--- config.mk ---
export PLATFORM = sky130hd
export DESIGN_NAME = arbitro_memoria
export DESIGN_NICKNAME = d
export VERILOG_FILES = /design/src/rtl/arbitro_memoria_pkg.sv /design/src/rtl/arbitro_memoria_contador_latencia.sv /design/src/rtl/arbitro_memoria.sv
export SDC_FILE = /design/constraint.sdc
export NUM_CORES = 1
export LEC_CHECK = 0
export BUFFER_PORTS_ARGS = -buffer_cell sky130_fd_sc_hd__buf_2
export CAP_MARGIN = 40
export CORE_AREA = 2 2 203 205
export DETAILED_ROUTE_END_ITERATION = 10
export DIE_AREA = 0 0 205 207
export GPL_ROUTABILITY_DRIVEN = 1
export PLACE_DENSITY = 0.64
export SYNTH_ARGS = -nofsm -noshare
export SYNTH_HDL_FRONTEND = slang
export SYNTH_HIERARCHICAL = 1
export SYNTH_SLANG_ARGS = --single-unit
--- constraint.sdc ---
create_clock -name clk -period 2.7 [get_ports clk]
set_clock_uncertainty 0.2 [all_clocks]
set_input_delay 0.135 -clock clk [delete_from_list [all_inputs] [get_ports clk]]
set_output_delay 0.135 -clock clk [all_outputs]
set_load 0.01 [all_outputs]
--- src/rtl/arbitro_memoria_pkg.sv ---
// Shared types for the unified-memory arbiter: FSM state codes, grant ids
// and the fetch/data winner selection used in the idle state.
package arbitro_memoria_pkg;

  typedef enum logic [1:0] {
    OCIOSO   = 2'd0,
    EMITE    = 2'd1,
    ESPERA   = 2'd2,
    RESPONDE = 2'd3
  } estado_t;

  typedef enum logic {
    G_BUSCA = 1'b0,
    G_DADO  = 1'b1
  } grant_t;

  localparam int LAT_W = 4;

  // Data has priority unless fetch is being starved and is also requesting.
  function automatic grant_t escolhe_grant(input logic if_req, input logic d_req,
                                           input logic forca_busca);
    if (d_req && !(if_req && forca_busca))
      return G_DADO;
    return G_BUSCA;
  endfunction

endpackage

--- src/rtl/arbitro_memoria_contador_latencia.sv ---
// Memory read latency timer: loads MEM_LAT-1 when the strobe is issued and
// counts down while waiting; zero marks the cycle mem_rdata is valid.
module contador_latencia
  import arbitro_memoria_pkg::*;
(
  input  logic             clk,
  input  logic             reset,
  input  logic             carga,
  input  logic             decr,
  input  logic [LAT_W-1:0] valor,
  output logic             zero
);

  logic [LAT_W-1:0] conta;

  always_ff @(posedge clk) begin
    if (reset)
      conta <= '0;
    else if (carga)
      conta <= valor;
    else if (decr && (conta != '0))
      conta <= conta - 1'b1;
  end

  assign zero = (conta == '0);

endmodule

--- src/rtl/arbitro_memoria.sv ---
// Arbiter sharing one memory port between instruction fetch and data
// load/store; one transaction in flight, fixed read latency, registered acks.
//
//  state    | meaning
//  OCIOSO   | idle, arbitrate and latch the winning request
//  EMITE    | one-cycle mem_en strobe, latency timer loaded
//  ESPERA   | timer running, read data captured when it hits zero
//  RESPONDE | one-cycle ack pulse to the granted requester
module arbitro_memoria
  import arbitro_memoria_pkg::*;
#(
  parameter int ADDR_W     = 64,
  parameter int DATA_W     = 64,
  parameter int MEM_LAT    = 2,
  parameter int FAIR_LIMIT = 4
) (
  input  logic              clk,
  input  logic              reset,
  input  logic              if_req,
  input  logic [ADDR_W-1:0] if_addr,
  output logic              if_ack,
  output logic [DATA_W-1:0] if_rdata,
  input  logic              d_req,
  input  logic              d_we,
  input  logic [ADDR_W-1:0] d_addr,
  input  logic [DATA_W-1:0] d_wdata,
  output logic              d_ack,
  output logic [DATA_W-1:0] d_rdata,
  output logic              mem_en,
  output logic              mem_we,
  output logic [ADDR_W-1:0] mem_addr,
  output logic [DATA_W-1:0] mem_wdata,
  input  logic [DATA_W-1:0] mem_rdata,
  output logic              busy
);

  localparam int               SW        = $clog2(FAIR_LIMIT + 1);
  localparam logic [SW-1:0]    STREAK_MX = SW'(FAIR_LIMIT);
  localparam logic [LAT_W-1:0] LAT_CARGA = LAT_W'(MEM_LAT - 1);

  estado_t       estado;
  grant_t        grant;
  logic          we_lat;
  logic [SW-1:0] streak;
  logic          lat_zero;
  logic          lat_carga;
  logic          lat_decr;

  assign lat_carga = (estado == EMITE);
  assign lat_decr  = (estado == ESPERA);

  contador_latencia u_lat (
    .clk   (clk),
    .reset (reset),
    .carga (lat_carga),
    .decr  (lat_decr),
    .valor (LAT_CARGA),
    .zero  (lat_zero)
  );

  always_ff @(posedge clk) begin
    if (reset) begin
      estado    <= OCIOSO;
      grant     <= G_BUSCA;
      we_lat    <= 1'b0;
      streak    <= '0;
      mem_en    <= 1'b0;
      mem_we    <= 1'b0;
      mem_addr  <= '0;
      mem_wdata <= '0;
      if_ack    <= 1'b0;
      d_ack     <= 1'b0;
      if_rdata  <= '0;
      d_rdata   <= '0;
      busy      <= 1'b0;
    end else begin
      mem_en <= 1'b0;
      mem_we <= 1'b0;
      if_ack <= 1'b0;
      d_ack  <= 1'b0;
      case (estado)
        OCIOSO: begin
          if (if_req || d_req) begin
            if (escolhe_grant(if_req, d_req, streak == STREAK_MX) == G_DADO) begin
              grant     <= G_DADO;
              mem_addr  <= d_addr;
              mem_wdata <= d_wdata;
              we_lat    <= d_we;
              mem_we    <= d_we;
              // Only data grants that actually made fetch wait count towards fairness.
              if (if_req && (streak != STREAK_MX))
                streak <= streak + 1'b1;
            end else begin
              grant    <= G_BUSCA;
              mem_addr <= if_addr;
              we_lat   <= 1'b0;
              streak   <= '0;
            end
            mem_en <= 1'b1;
            busy   <= 1'b1;
            estado <= EMITE;
          end
        end
        EMITE: begin
          estado <= ESPERA;
        end
        ESPERA: begin
          if (lat_zero) begin
            if (grant == G_DADO) begin
              if (!we_lat)
                d_rdata <= mem_rdata;
              d_ack <= 1'b1;
            end else begin
              if_rdata <= mem_rdata;
              if_ack   <= 1'b1;
            end
            estado <= RESPONDE;
          end
        end
        RESPONDE: begin
          busy   <= 1'b0;
          estado <= OCIOSO;
        end
        default: begin
          busy   <= 1'b0;
          estado <= OCIOSO;
        end
      endcase
    end
  end

endmodule

==> results of run 1 <==
==> kinds of logic after synthesis <==
kind of cell    count (synthesis)
compound gates                274
fa+ha+maj                       7
simple gates                  556
flops                         272
other cells                     2
buf+inv                       124
mux                            65
==> power by group through the flow <==
stage	Combinational, mW	Sequential, mW	Clock, mW
detailed placement	3.72	5.33	0
floorplan	1.83	5.64	0
finish	4.46	5.27	4.47
global placement	3.66	5.29	0
global route	4.83	5.36	4.74
CTS	4.35	5.25	4.59
==> metal layers <==
layer	routed length [um]	vias to the layer above
met3	3172	134
met4	2285	0
met5	0	-
met2	20160	568
li1	-	5880
met1	15920	5650
==> worst paths after layout <==
check	startpoint	cells past startpoint	endpoint
worst max-delay path	estado[0]	7	mem_addr[32]
worst min-delay path	d_wdata[33]	4	mem_wdata[33]
worst max register to register	estado[0]	7	mem_addr[32]
worst min register to register	d_rdata[15]	2	d_rdata[15]
==> sequential cells by signal (all words and copies together) (netlist names), 2 cells and up <==
signal / count
mem_wdata: 64
if_rdata: 64
streak: 3
d_rdata: 64
estado: 2
u_lat/conta: 4
mem_addr: 64
==> cell type report <==
cell class	instances	area [um^2]
antenna	2	5.005
inverter	10	37.54
clock buffer	43	880.8
fill	3857	22500
clock inverter	13	209.0
timing repair buffer	809	5584
sequential	272	5445
tap	532	665.6
multi-input combinational	907	5039
==> synth_stat cells <==
cell       instances  share of area, %
o21a_1             2              0.14
clkbuf_1          55               1.9
nor2_1            75               2.6
and4b_1            1             0.091
ha_1               7              0.79
and4_1             1             0.079
o21ba_1            1             0.091
nand3_2            1             0.091
a31oi_1            1             0.057
and2_1             2              0.11
a311oi_1          66               5.2
nand4b_1           4              0.32
and3_1             2              0.11
nand2_1          265               9.0
or3b_4             1              0.10
nand3b_1           1             0.068
nand3_1           66               3.0
o21ai_0            2             0.091
a2111oi_4          1              0.25
buf_4              7              0.48
buf_6              7              0.71
buf_2             36               1.6
conb_1             2             0.068
nor3b_1            2              0.14
inv_2              1             0.034
inv_1              9              0.31
buf_1              9              0.31
mux2i_1           65               5.9
nor2b_1            1             0.057
o21ai_1           65               2.9
dfxtp_1          272                49
a311o_1            1             0.091
nor4b_2            1              0.14
a211oi_1           1             0.068
and3b_1            1             0.079
a32oi_1            1             0.079
a21oi_1          132               6.0
nand2b_1         128               7.3
nand4_1            3              0.17
a21o_1             1             0.068
nor3_1             1             0.045
==> tightest hold or removal path: cells and delay by family <==
family	cells	cell delay [ns]
multiplexers	1	0.11
AND/OR/NAND/NOR	1	0.04
buffers and inverters	2	0.60
==> metrics by stage <==
step,hold WS (ns),setup slack [ns],cell area [um^2],total power [mW]
floorplan,0.007138,0.5982,11040,7.463
global placement,0.1865,0.3143,14100,8.948
detailed placement,0.1919,0.2158,14100,9.044
CTS,0.1314,0.03382,17810,14.20
global route,0.1565,0.02617,17870,14.92
finish,0.1662,0.09848,17870,14.20
==> cells in the final DEF (no fill, tap or decap), drive strengths merged, types with 2 or more instances in the layout <==
master       netlist  layout
inv               10      11
nand4              3       3
bufinv             0       5
mux2i             65      65
a311oi            66      66
and3               2       2
a21oi            132     132
clkinvlp           0       2
and2               2       2
dlygate4sd3        0     262
o21ai             67      67
nand3             67      67
nand4b             4       4
nand2b           128     128
ha                 7       7
nand2            265     265
clkbuf            55      44
dfxtp            272     272
o21a               2       3
diode              0       2
conb               2       4
buf               59     546
nor3b              2       2
nor2              75      75
clkinv             0       5
==> what timing repair did <==
item | in CTS | in global routing
hold endpoints to repair | 270 | 0
setup endpoints to repair | 0 | 49
setup buffers | 0 | 4
hold buffers | 262 | 0
resized for setup | 0 | 2
==> metrics.md, run 1 <==
| Metric | Value |
|---|---|
| Result of the run | `finished clean` |
| Count of buffer and inverter cells on the critical path | `3` |
| Wire length reported by the detailed router | `41,540 um` |
| Overall Global Routing Usage | `18.38%` |
| Global-route wire length before repair | `63,410 um` |
| Port-buffer cells | `521` |
| Met3 Track Usage GR | `3.823%` |
| Delay of the slowest cell on the worst path | `0.61 ns` |
| Number of buffers created by CTS | `31` |
| Via count | `12.23k` |
| Total leakage power | `7.933 nW` |
| Internal power component | `9.622 mW` |
| Endpoint type of the worst setup path | `flop` |
| Synthesis warning total | `6` |
| Total instance count after detailed placement | `2,263` |
| Synth Area in Simple Gates | `23.42%` |
| Core ar. | `0.04037 mm^2` |
| Proportion of total power due to net switching | `32.24%` |
| Clock slew at reported path FFs | `0.06 ns` |
| Class of the tightest hold or removal check | `in2reg` |
| Met1 GRT Util | `20.89%` |
| CTS tree | `built` |
| Number of instances in the synthesized netlist | `1,300` |
| Count of antenna-violating nets left after detailed routing | `0` |
| Clock Path Buffers | `3` |
| Final core utilization | `44.26%` |
| GR peak layer | `met2` |
| Maximum fanout along the worst path | `49` |
| Share of the synthesized area in compound gates (AO/OA/AOI/OAI) | `15.11%` |
| Remaining global-route overflow | `0` |
| X dimension of the die | `205 um` |
| Max_slew headroom | `61.98%` |
| Worst reg2reg setup slack | `0.1 ns` |
| Multiplexer area fraction after synthesis | `5.898%` |
| Number of top-level pins | `522` |
| Row count | `74` |
| Combinational share of power | `31.4%` |
| Max Cap Violations | `0` |
| Via/cell ratio | `4.726` |
| Count of clock tree sinks | `272` |
| # nets final | `2,299` |
| Xor and xnor area share after synthesis | `0%` |
| TritonRoute pass-1 iters | `5` |
| Slowest cell on crit path | `dlygate4sd3_1` |
| Die Footprint | `0.04244 mm^2` |
| Largest net degree at the start of global routing | `92` |
| Drc violations | `0` |
| Non-filler cells in the finished layout | `2,588` |
| Final number of max-transition violations | `0` |
| Worst EP required | `3.00 ns` |
| Antenna violations before repair | `2` |
| Power per cell area | `794.8 mW/mm^2` |
| Endpoints failing hold | `0` |
| Total negative setup slack | `0 ns` |
| Placed wire-length estimate after detailed placement | `26,970 um` |
| Final Cycle Share | `96.35%` |
| WP data arrival | `2.90 ns` |
| Post-route minimum period | `2.602 ns` |
| Number of synthesized register bits | `272` |
| Placer Congestion | `0.8320` |
| Die extent in y | `207 um` |
| Number of levels the H-tree was split into | `1` |
| Critical path startpoint category | `flop` |
| Post-synthesis sequential area ratio | `49.36%` |
| Transition time at the pin with the least slew margin | `0.5703 ns` |
| Met2 track utilization from global routing | `31.97%` |
| CP cell instances | `inv_1, ha_2, o21a_4, buf_12, nor2_1, a311oi_1, dlygate4sd3_1` |
| Skew-Pair Late Insertion Delay | `0.57 ns` |
| Total net switching power | `4.578 mW` |
| Synthesized cell area | `0.01103 mm^2` |
| Peak VDD IR | `0.5627 mV` |
| Syn Area/Cell | `8.485 um^2` |
| Initial Util | `27.32%` |
| Setup repair after global routing missed its margin | `no` |
| DRT iter0 DRCs | `774` |
| Adder-cell share of the synthesized area | `0.7940%` |
| Family with the most delay on the worst path | `buffers and inverters` |
| Number of endpoints failing setup at the final stage | `0` |
| Detailed-route wire length per cell | `16.05 um` |
| Via count of the first global-routing pass | `11.98k` |
| Clock power frac | `31.5%` |
| Class of the most critical setup path | `reg2reg` |
| Share of layout cells above drive strength 1 | `29.65%` |
| Main combinational cell family by area after synthesis | `simple AND/OR/NAND/NOR gates` |
| Unique cell type count in the Yosys netlist | `41` |
| Sequential cell fraction of total power | `37.1%` |
| Clock tree root driver cell | `clkbuf_16` |
| Area growth, synth to finish | `61.97%` |
| Maximum clock frequency | `384.4 MHz` |
Note: power is estimated with default switching activity, not from simulation.
==> inputs of run 2 (changes only) <==
- CORE_AREA: 2 2 203 205 -> 2 2 202 204
- DIE_AREA: 0 0 205 207 -> 0 0 204 206
- PLACE_DENSITY: 0.64 -> 0.66
- SETUP_SLACK_MARGIN: default -> 0.1
- SYNTH_HIERARCHICAL: 1 -> default
==> run 2 against run 1 <==
  * Total power decreased by 1.1%
  * Synthesized area rose by 6.3%
  * Fmax is 5.3% higher
  * Global-route usage up 0.62 points
  * Critical endpoint is now mem_addr[58]
  * Largest power group unchanged
==> metrics.md, run 2 <==
| Metric | Value |
|---|---|
| Result of the run | `finished clean` |
| Top cell type by total area after synthesis | `dfxtp_1` |
| Area growth, synth to finish | `57.40%` |
| TritonRoute pass-1 iters | `5 (unchanged)` |
| Setup repair after global routing missed its margin | `no` |
| Most frequent cells after synthesis | `dfxtp_1, nand2b_1, mux2i_1` |
| Max_slew headroom | `51.49% (-10 points)` |
| Drc violations | `0 (unchanged)` |
| Startpoint of the most critical setup path | `streak[0]` |
| Worst reg2reg setup slack | `0.23 ns (+0.13 ns)` |
| Count of antenna-violating nets left after detailed routing | `0 (unchanged)` |
| Placer Congestion | `0.8189 (-1.6%)` |
| Detailed-route wire length per cell | `17.51 um (+9.1%)` |
| Share of flip-flops with an asynchronous set or reset after synthesis | `0% (unchanged)` |
| Worst EP required | `3.01 ns (about the same)` |
| Number of inserted filler cells in the final layout | `3,622 (-6.1%)` |
| Clock tree root driver cell | `clkbuf_16` |
| Global-route wire length before repair | `64,990 um (+2.5%)` |
| Most common cell after layout, fill and taps aside | `buf_2` |
| Last element of the critical path | `mem_addr[58]` |
| Place WS | `0.5005 ns (+0.2847 ns)` |
| Top post-synthesis cells by area | `dfxtp_1, mux2i_1, nand2b_1` |
| CTS tree | `built` |
| Endpoint type of the worst setup path | `flop` |
| Post-synthesis sequential area ratio | `46.43% (-2.9 points)` |
| Total leakage power | `8.437 nW (+6.3%)` |
| Skew-Pair Late Insertion Delay | `0.57 ns (about the same)` |
| Clock Path Buffers | `3 (unchanged)` |
| Unique cell type count in the Yosys netlist | `41 (unchanged)` |
| Number of buffers created by CTS | `30 (-3.2%)` |
| Reg2Reg Launch Point | `streak[0]` |
| Number of instances in the synthesized netlist | `1,251 (-3.8%)` |
| X dimension of the die | `204 um (-0.49%)` |
| Maximum clock frequency | `404.7 MHz (+5.3%)` |
| Endpoints failing hold | `0 (unchanged)` |
| Port-buffer cells | `521 (unchanged)` |
| Worst reg2reg path endpoint | `mem_addr[58]` |
| Die Footprint | `0.04202 mm^2 (-0.97%)` |
| # nets final | `2,237 (-2.7%)` |
| Via/cell ratio | `5.029 (+6.4%)` |
| Remaining global-route overflow | `0 (unchanged)` |
| Non-filler cells in the finished layout | `2,525 (-2.4%)` |
| Power per cell area | `760.8 mW/mm^2 (-4.3%)` |
| Synthesis warning total | `0 (-6)` |
| Wire length reported by the detailed router | `44,220 um (+6.4%)` |
| Most frequent cells in the layout | `buf_2, dfxtp_1, dlygate4sd3_1` |
| Number of synthesized register bits | `272 (unchanged)` |
| Maximum fanout along the worst path | `10 (-80%)` |
| Class of the most critical setup path | `reg2reg` |
| Clock slew at reported path FFs | `0.06 ns (about the same)` |
| Synthesized cell area | `0.01173 mm^2 (+6.3%)` |
| Final Cycle Share | `91.51% (-4.8 points)` |
| Transition time at the pin with the least slew margin | `0.7276 ns (+0.1573 ns)` |
| Final core utilization | `45.94% (+1.7 points)` |
| Number of endpoints failing setup at the final stage | `0 (unchanged)` |
| WP data arrival | `2.78 ns (-0.12 ns)` |
| Total negative setup slack | `0 ns (unchanged)` |
| Final number of max-transition violations | `0 (unchanged)` |
| Count of clock tree sinks | `272 (unchanged)` |
| Core ar. | `0.04018 mm^2 (-0.46%)` |
| Share of layout cells above drive strength 1 | `31.22% (+1.6 points)` |
| Number of levels the H-tree was split into | `1 (unchanged)` |
| Overall Global Routing Usage | `19.00% (+0.62 points)` |
| Post-route minimum period | `2.471 ns (-0.1308 ns)` |
| Total instance count after detailed placement | `2,196 (-3.0%)` |
| Largest net degree at the start of global routing | `140 (+52%)` |
| Worst r2r path cells | `7 (unchanged)` |
| Area share of the leading cell type in the synthesized netlist | `46.43% (-2.9 points)` |
| Crit path setup slack, layout | `0.2293 ns (+0.1308 ns)` |
| Max Cap Violations | `0 (unchanged)` |
| Mapped Nets | `1,519` |
| Via count of the first global-routing pass | `12.32k (+2.8%)` |
| Critical path startpoint category | `flop` |
| Number of enable flip-flop cells after synthesis | `0 (unchanged)` |
| Most used standard cell by instance count after synthesis | `dfxtp_1` |
| Die extent in y | `206 um (-0.48%)` |
| DRT iter0 DRCs | `919 (+19%)` |
| Antenna violations before repair | `1 (-1)` |
| Peak VDD IR | `0.4555 mV (-19%)` |
| Number of top-level pins | `522 (unchanged)` |
| Class of the tightest hold or removal check | `in2reg` |
| Row count | `74 (unchanged)` |
| Minimum hold slack | `0.1702 ns (+0.003990 ns)` |
| Syn Area/Cell | `9.375 um^2 (+10%)` |
| Initial Util | `29.19% (+1.9 points)` |
| Placed wire-length estimate after detailed placement | `26,840 um (-0.48%)` |
| Via count | `12.70k (+3.8%)` |
| Predominant post-synthesis flop cell | `dfxtp_1` |
## run 2: cell types whose count changed after synthesis, sizes merged, moves of 3 or more
cell	before	now
nand2	265	8
nand2b	128	195
mux2i	65	130
a21oi	132	68
nand4	3	67
o31ai	0	64
clkbuf	55	76
buf	59	62
nor2	75	72
## run 2: cells by family (layout without fill, tap and decap cells)
kind of cell,after synthesis,count (layout),synth area share [%]
AND/OR/NAND/NOR,425,427,20.45
flip-flops,272,272,46.43
AO/OA/AOI/OAI,269,270,15.14
buffers and inverters,147,885,6.070
multiplexers,130,130,11.09
adder cells (fa/ha/maj),7,7,0.7467
XOR/XNOR,1,1,0.07469
other,0,1,0
## run 2: final cells by class
cell class / instances / area, um^2 / share of cell area [%]
sequential: 272 / 5445 / 29.50
multi-input combinational: 835 / 5648 / 30.59
clock inverter: 14 / 166.4 / 0.9014
inverter: 9 / 35.03 / 0.1898
timing repair buffer: 821 / 5657 / 30.64
clock buffer: 41 / 842.1 / 4.561
tap: 532 / 665.6 / 3.606
antenna: 1 / 2.502 / 0.01355
## run 2: how the worst min path moves through the flow
stage | end | cells after the start | slack [ns] | from
after detailed placement | mem_wdata[56] | 3 | 0.20 | d_wdata[56]
after CTS | mem_wdata[3] | 4 | 0.13 | d_wdata[3]
after global routing | mem_wdata[18] | 4 | 0.16 | d_wdata[18]
after floorplan | mem_wdata[0] | 2 | 0.09 | d_wdata[0]
after global placement | mem_wdata[43] | 3 | 0.19 | d_wdata[43]
final | mem_wdata[62] | 4 | 0.17 | d_wdata[62]
## run 2: critical path, stage by stage, from the launching register on
cell	delay, ns
dfxtp_1	0.33
inv_1	0.08
ha_1	0.33
and3_4	0.34
buf_4	0.19
o21ai_1	0.08
a311oi_1	0.27
dlygate4sd3_1	0.59
## run 2: what timing repair did
| item | 4_1_cts | 5_1_grt |
|---|---|---|
| endpoints found under the setup margin | 0 | 12 |
| setup buffers | 0 | 9 |
| hold endpoints to repair | 267 | 0 |
| gates resized for setup | 0 | 2 |
| hold buffers | 261 | 0 |
## run 2: stage by stage
| step | power, mW | instance area [um^2] |
|---|---|---|
| 2_1_floorplan | 7.703 | 11730 |
| 3_3_place_gp | 9.231 | 14730 |
| 3_5_place_dp | 9.332 | 14730 |
| 4_1_cts | 13.94 | 18350 |
| 5_1_grt | 14.76 | 18460 |
| 6_report | 14.05 | 18460 |
## run 2: per-layer routing
layer / global-route usage [%] / vias up / wire length [um]
li1: - / 5953 / -
met1: 21.81 / 5948 / 17370
met2: 32.70 / 679 / 20800
met3: 5.393 / 117 / 4233
met4: 8.825 / 0 / 1813
met5: 0 / - / 0
## run 2: report_power, final
part	internal [mW]	switching [mW]
Sequential	4.81	0.448
Clock	2.47	1.73
Combinational	1.95	2.64
Total	9.23	4.82
==> inputs of run 3 (changes only) <==
- BUFFER_PORTS_ARGS: -buffer_cell sky130_fd_sc_hd__buf_2 -> default
- CORE_AREA: 2 2 202 204 -> 2 2 204 206
- DIE_AREA: 0 0 204 206 -> 0 0 206 208
- DONT_BUFFER_PORTS: default -> 1
- PLACE_DENSITY: 0.66 -> 0.54
==> run 3 against run 2 <==
  * The flow now stops in 4_1_cts
  * Synthesized cell count is the same
  * Synthesized area stayed put
==> metrics.md, run 3 <==
| Metric | Value |
|---|---|
| Last flow stage reached | `4_1_cts` |
| Share of flip-flops with an asynchronous set or reset after synthesis | `0% (unchanged)` |
| Predominant post-synthesis flop cell | `dfxtp_1` |
| Number of levels the H-tree was split into | `1 (unchanged)` |
| Total instance count after detailed placement | `1,669 (-24%)` |
| Synthesis warning total | `0 (unchanged)` |
| Port-buffer cells | `0 (-100%)` |
| Syn Area/Cell | `9.375 um^2 (unchanged)` |
| Run-stopping error | `[ERROR RSZ-0060] Max buffer count reached.` |
| Number of enable flip-flop cells after synthesis | `0 (unchanged)` |
| Area share of the leading cell type in the synthesized netlist | `46.43% (unchanged)` |
| Post-cts gate resize count | `0 (unchanged)` |
| Top post-synthesis cells by area | `dfxtp_1, mux2i_1, nand2b_1` |
| Die extent in y | `208 um (+0.97%)` |
| Count of clock tree sinks | `272 (unchanged)` |
| Clock tree root driver cell | `clkbuf_16` |
| Synthesized cell area | `0.01173 mm^2 (unchanged)` |
| Row count | `74 (unchanged)` |
| Post-CTS setup buffer count | `0 (unchanged)` |
| X dimension of the die | `206 um (+0.98%)` |
| Number of synthesized register bits | `272 (unchanged)` |
| Placer Congestion | `0.7800 (-4.8%)` |
| Number of instances in the synthesized netlist | `1,251 (unchanged)` |
| Post-synthesis sequential area ratio | `46.43% (unchanged)` |
| Number of buffers created by CTS | `31 (+3.3%)` |
| Most used standard cell by instance count after synthesis | `dfxtp_1` |
| Initial Util | `28.92% (-0.27 points)` |
| Mapped Nets | `1,519 (unchanged)` |
| Top cell type by total area after synthesis | `dfxtp_1` |
| Clock Path Buffers | `3 (unchanged)` |
| Most frequent cells after synthesis | `dfxtp_1, nand2b_1, mux2i_1` |
| Result of the run | `did not finish` |
| Unique cell type count in the Yosys netlist | `41 (unchanged)` |
| Placed wire-length estimate after detailed placement | `23,940 um (-11%)` |
| Number of top-level pins | `522 (unchanged)` |
| Cts-stage hold buffer count | `346 (+33%)` |
==> run 3: cell counts after synthesis <==
No cell type changed its count.
==> run 3: cell families after synthesis <==
group / after synthesis / share of synthesized area, %
AO/OA/AOI/OAI: 269 / 15.14
AND/OR/NAND/NOR: 425 / 20.45
flip-flops: 272 / 46.43
adder cells (fa/ha/maj): 7 / 0.7467
multiplexers: 130 / 11.09
XOR/XNOR: 1 / 0.07469
buffers and inverters: 147 / 6.070
==> run 3: through the flow <==
stage | setup slack [ns] | cell area (um^2)
after floorplan | 0.8692 | 11730
after global placement | 0.5477 | 12050
after detailed placement | 0.4807 | 12050
==> inputs of run 4 (changes only) <==
- CORE_AREA: 2 2 204 206 -> 2 2 202 204
- DIE_AREA: 0 0 206 208 -> 0 0 204 206
- PLACE_DENSITY: 0.54 -> default
- PLACE_DENSITY_LB_ADDON: default -> 0.15
- SETUP_SLACK_MARGIN: 0.1 -> default
==> run 4 against run 3 <==
  * The run now ends clean
==> metrics.md, run 4 (same netlist as run 2, synthesis figures left out) <==
| Metric | Value |
|---|---|
| Peak VDD IR | `0.5303 mV` |
| Die Footprint | `0.04202 mm^2` |
| Final Total Pwr | `14.02 mW` |
| CTS tree | `built` |
| Final number of max-transition violations | `0` |
| Result of the run | `finished clean` |
| Proportion of total power due to net switching | `32.97%` |
| Cell with the most instances on the worst path | `buf_12` |
| Most common cell after layout, fill and taps aside | `dfxtp_1` |
| Combinational share of power | `24.7%` |
| Worst reg2reg setup slack | `0.14 ns` |
| Port-buffer cells | `0 (unchanged)` |
| Antenna violations before repair | `1` |
| Die extent in y | `206 um (-0.96%)` |
| Worst r2r path cells | `8` |
| Maximum fanout along the worst path | `23` |
| Max_slew headroom | `58.01%` |
| Endpoints failing hold | `0` |
| Internal power component | `9.399 mW` |
| Worst reg2reg path endpoint | `mem_addr[28]` |
| Number of top-level pins | `522 (unchanged)` |
| Clock slew at reported path FFs | `0.06 ns` |
| Row count | `74 (unchanged)` |
| Minimum hold slack | `0.05070 ns` |
| Max Cap Violations | `0` |
| Class of the most critical setup path | `reg2reg` |
| CP cell instances | `inv_1, ha_2, and3_4, buf_12, buf_12, o21ai_0, a311oi_1, dlygate4sd3_1` |
| Detailed-route wire length per cell | `21.16 um` |
| Most frequent cells in the layout | `dfxtp_1, dlygate4sd3_1, nand2b_1` |
| Endpoint type of the worst setup path | `flop` |
| Count of clock tree sinks | `272 (unchanged)` |
| Last element of the critical path | `mem_addr[28]` |
| Via count of the first global-routing pass | `10.30k` |
| Count of antenna-violating nets left after detailed routing | `0` |
| Total negative setup slack | `0 ns` |
| Non-filler cells in the finished layout | `1,973` |
| Area occupied by registers | `0.005445 mm^2` |
| Total leakage power | `6.189 nW` |
| Post-route minimum period | `2.559 ns` |
| Skew-Pair Late Insertion Delay | `0.54 ns` |
| Clock tree root driver cell | `clkbuf_16` |
| Global-route wire length before repair | `60,670 um` |
| Reg2Reg Launch Point | `streak[0]` |
| Clock Path Buffers | `3 (unchanged)` |
| Total area of multi-input combinational cells | `0.005650 mm^2` |
| # nets final | `1,684` |
| Total instance count after detailed placement | `1,672 (+0.18%)` |
| Drc violations | `0` |
| Placed wire-length estimate after detailed placement | `25,370 um (+5.9%)` |
| Class of the tightest hold or removal check | `in2reg` |
| Place WS | `0.4791 ns (-0.001636 ns)` |
| Total non-filler cell area in the finished layout | `0.01570 mm^2` |
| Crit path setup slack, layout | `0.1412 ns` |
| TritonRoute pass-1 iters | `6` |
| WP data arrival | `2.83 ns` |
| Worst EP required | `2.97 ns` |
| Clock power frac | `33.4%` |
| Total net switching power | `4.622 mW` |
| X dimension of the die | `204 um (-0.97%)` |
| Critical path startpoint category | `flop` |
| Delay of the slowest cell on the worst path | `0.60 ns` |
| Startpoint of the most critical setup path | `streak[0]` |
| Largest net degree at the start of global routing | `213` |
| Via count | `10.26k` |
| Setup repair after global routing missed its margin | `yes` |
| Number of endpoints failing setup at the final stage | `0` |
| Transition time at the pin with the least slew margin | `0.6298 ns` |
| Power per cell area | `893.2 mW/mm^2` |
| Initial Util | `29.19% (+0.27 points)` |
| Placer Congestion | `0.8069 (+3.4%)` |
| Core ar. | `0.04018 mm^2` |
| DRT iter0 DRCs | `625` |
| Final core utilization | `39.06%` |
| Number of buffers created by CTS | `34 (+9.7%)` |
| Overall Global Routing Usage | `18.32%` |
| Area growth, synth to finish | `33.84%` |
| Number of inserted filler cells in the final layout | `4,017` |
| Remaining global-route overflow | `0` |
| Slowest cell on crit path | `dlygate4sd3_1` |
| Final Cycle Share | `94.77%` |
| Via/cell ratio | `5.200` |
| Share of layout cells above drive strength 1 | `6.806%` |
| Sequential cell fraction of total power | `41.9%` |
| Maximum clock frequency | `390.8 MHz` |
| Wire length reported by the detailed router | `41,740 um` |
| Placement Cell Area | `0.01212 mm^2 (+0.59%)` |
| Number of levels the H-tree was split into | `2 (+1)` |
==> run 4: how the worst min path moves through the flow <==
stage                     slack (ns)  depth (start not counted)        from            end
after floorplan                 0.09                          2  d_wdata[0]   mem_wdata[0]
after global placement          0.06                          1       reset  mem_wdata[57]
after detailed placement        0.04                          1       reset  mem_wdata[54]
after CTS                      0.005                          2       reset         if_ack
after global routing           0.008                          2       reset         if_ack
final                           0.05                          2       reset         if_ack
==> run 4: area by class of cell <==
| cell class | count | area share, % |
|---|---|---|
| sequential | 272 | 34.69 |
| inverter | 9 | 0.2232 |
| timing repair buffer | 264 | 17.57 |
| clock inverter | 11 | 0.9724 |
| clock buffer | 49 | 6.297 |
| tap | 532 | 4.240 |
| multi-input combinational | 835 | 36.00 |
| antenna | 1 | 0.01594 |
==> run 4: critical path: cells and delay by family, from the launching register on <==
family | cells | cell delay [ns]
AO/OA/AOI/OAI | 2 | 0.41
adder cells (fa/ha/maj) | 1 | 0.29
buffers and inverters | 4 | 1.00
flip-flops | 1 | 0.32
AND/OR/NAND/NOR | 1 | 0.24
==> run 4: per-layer routing <==
layer	GRT usage, %	vias to the layer above	routed length, um
li1	-	4848	-
met4	8.670	0	1887
met3	7.569	89	4342
met2	30.20	451	19770
met1	20.57	4872	15740
met5	0	-	0
==> run 4: timing repair <==
item | CTS | global route
gates resized for setup | 0 | 2
hold buffers | 233 | 0
endpoints found under the setup margin | 0 | 19
setup buffers | 0 | 4
hold endpoints to repair | 272 | 0
==> run 4: power groups by stage <==
| stage | Combinational, mW | Sequential (mW) | Clock (mW) |
|---|---|---|---|
| 2_1_floorplan | 2.07 | 5.63 | 0 |
| 4_1_cts | 3.36 | 5.90 | 4.84 |
| 6_report | 3.46 | 5.88 | 4.68 |
| 3_3_place_gp | 2.50 | 5.99 | 0 |
| 3_5_place_dp | 2.56 | 5.98 | 0 |
| 5_1_grt | 3.83 | 5.97 | 4.98 |
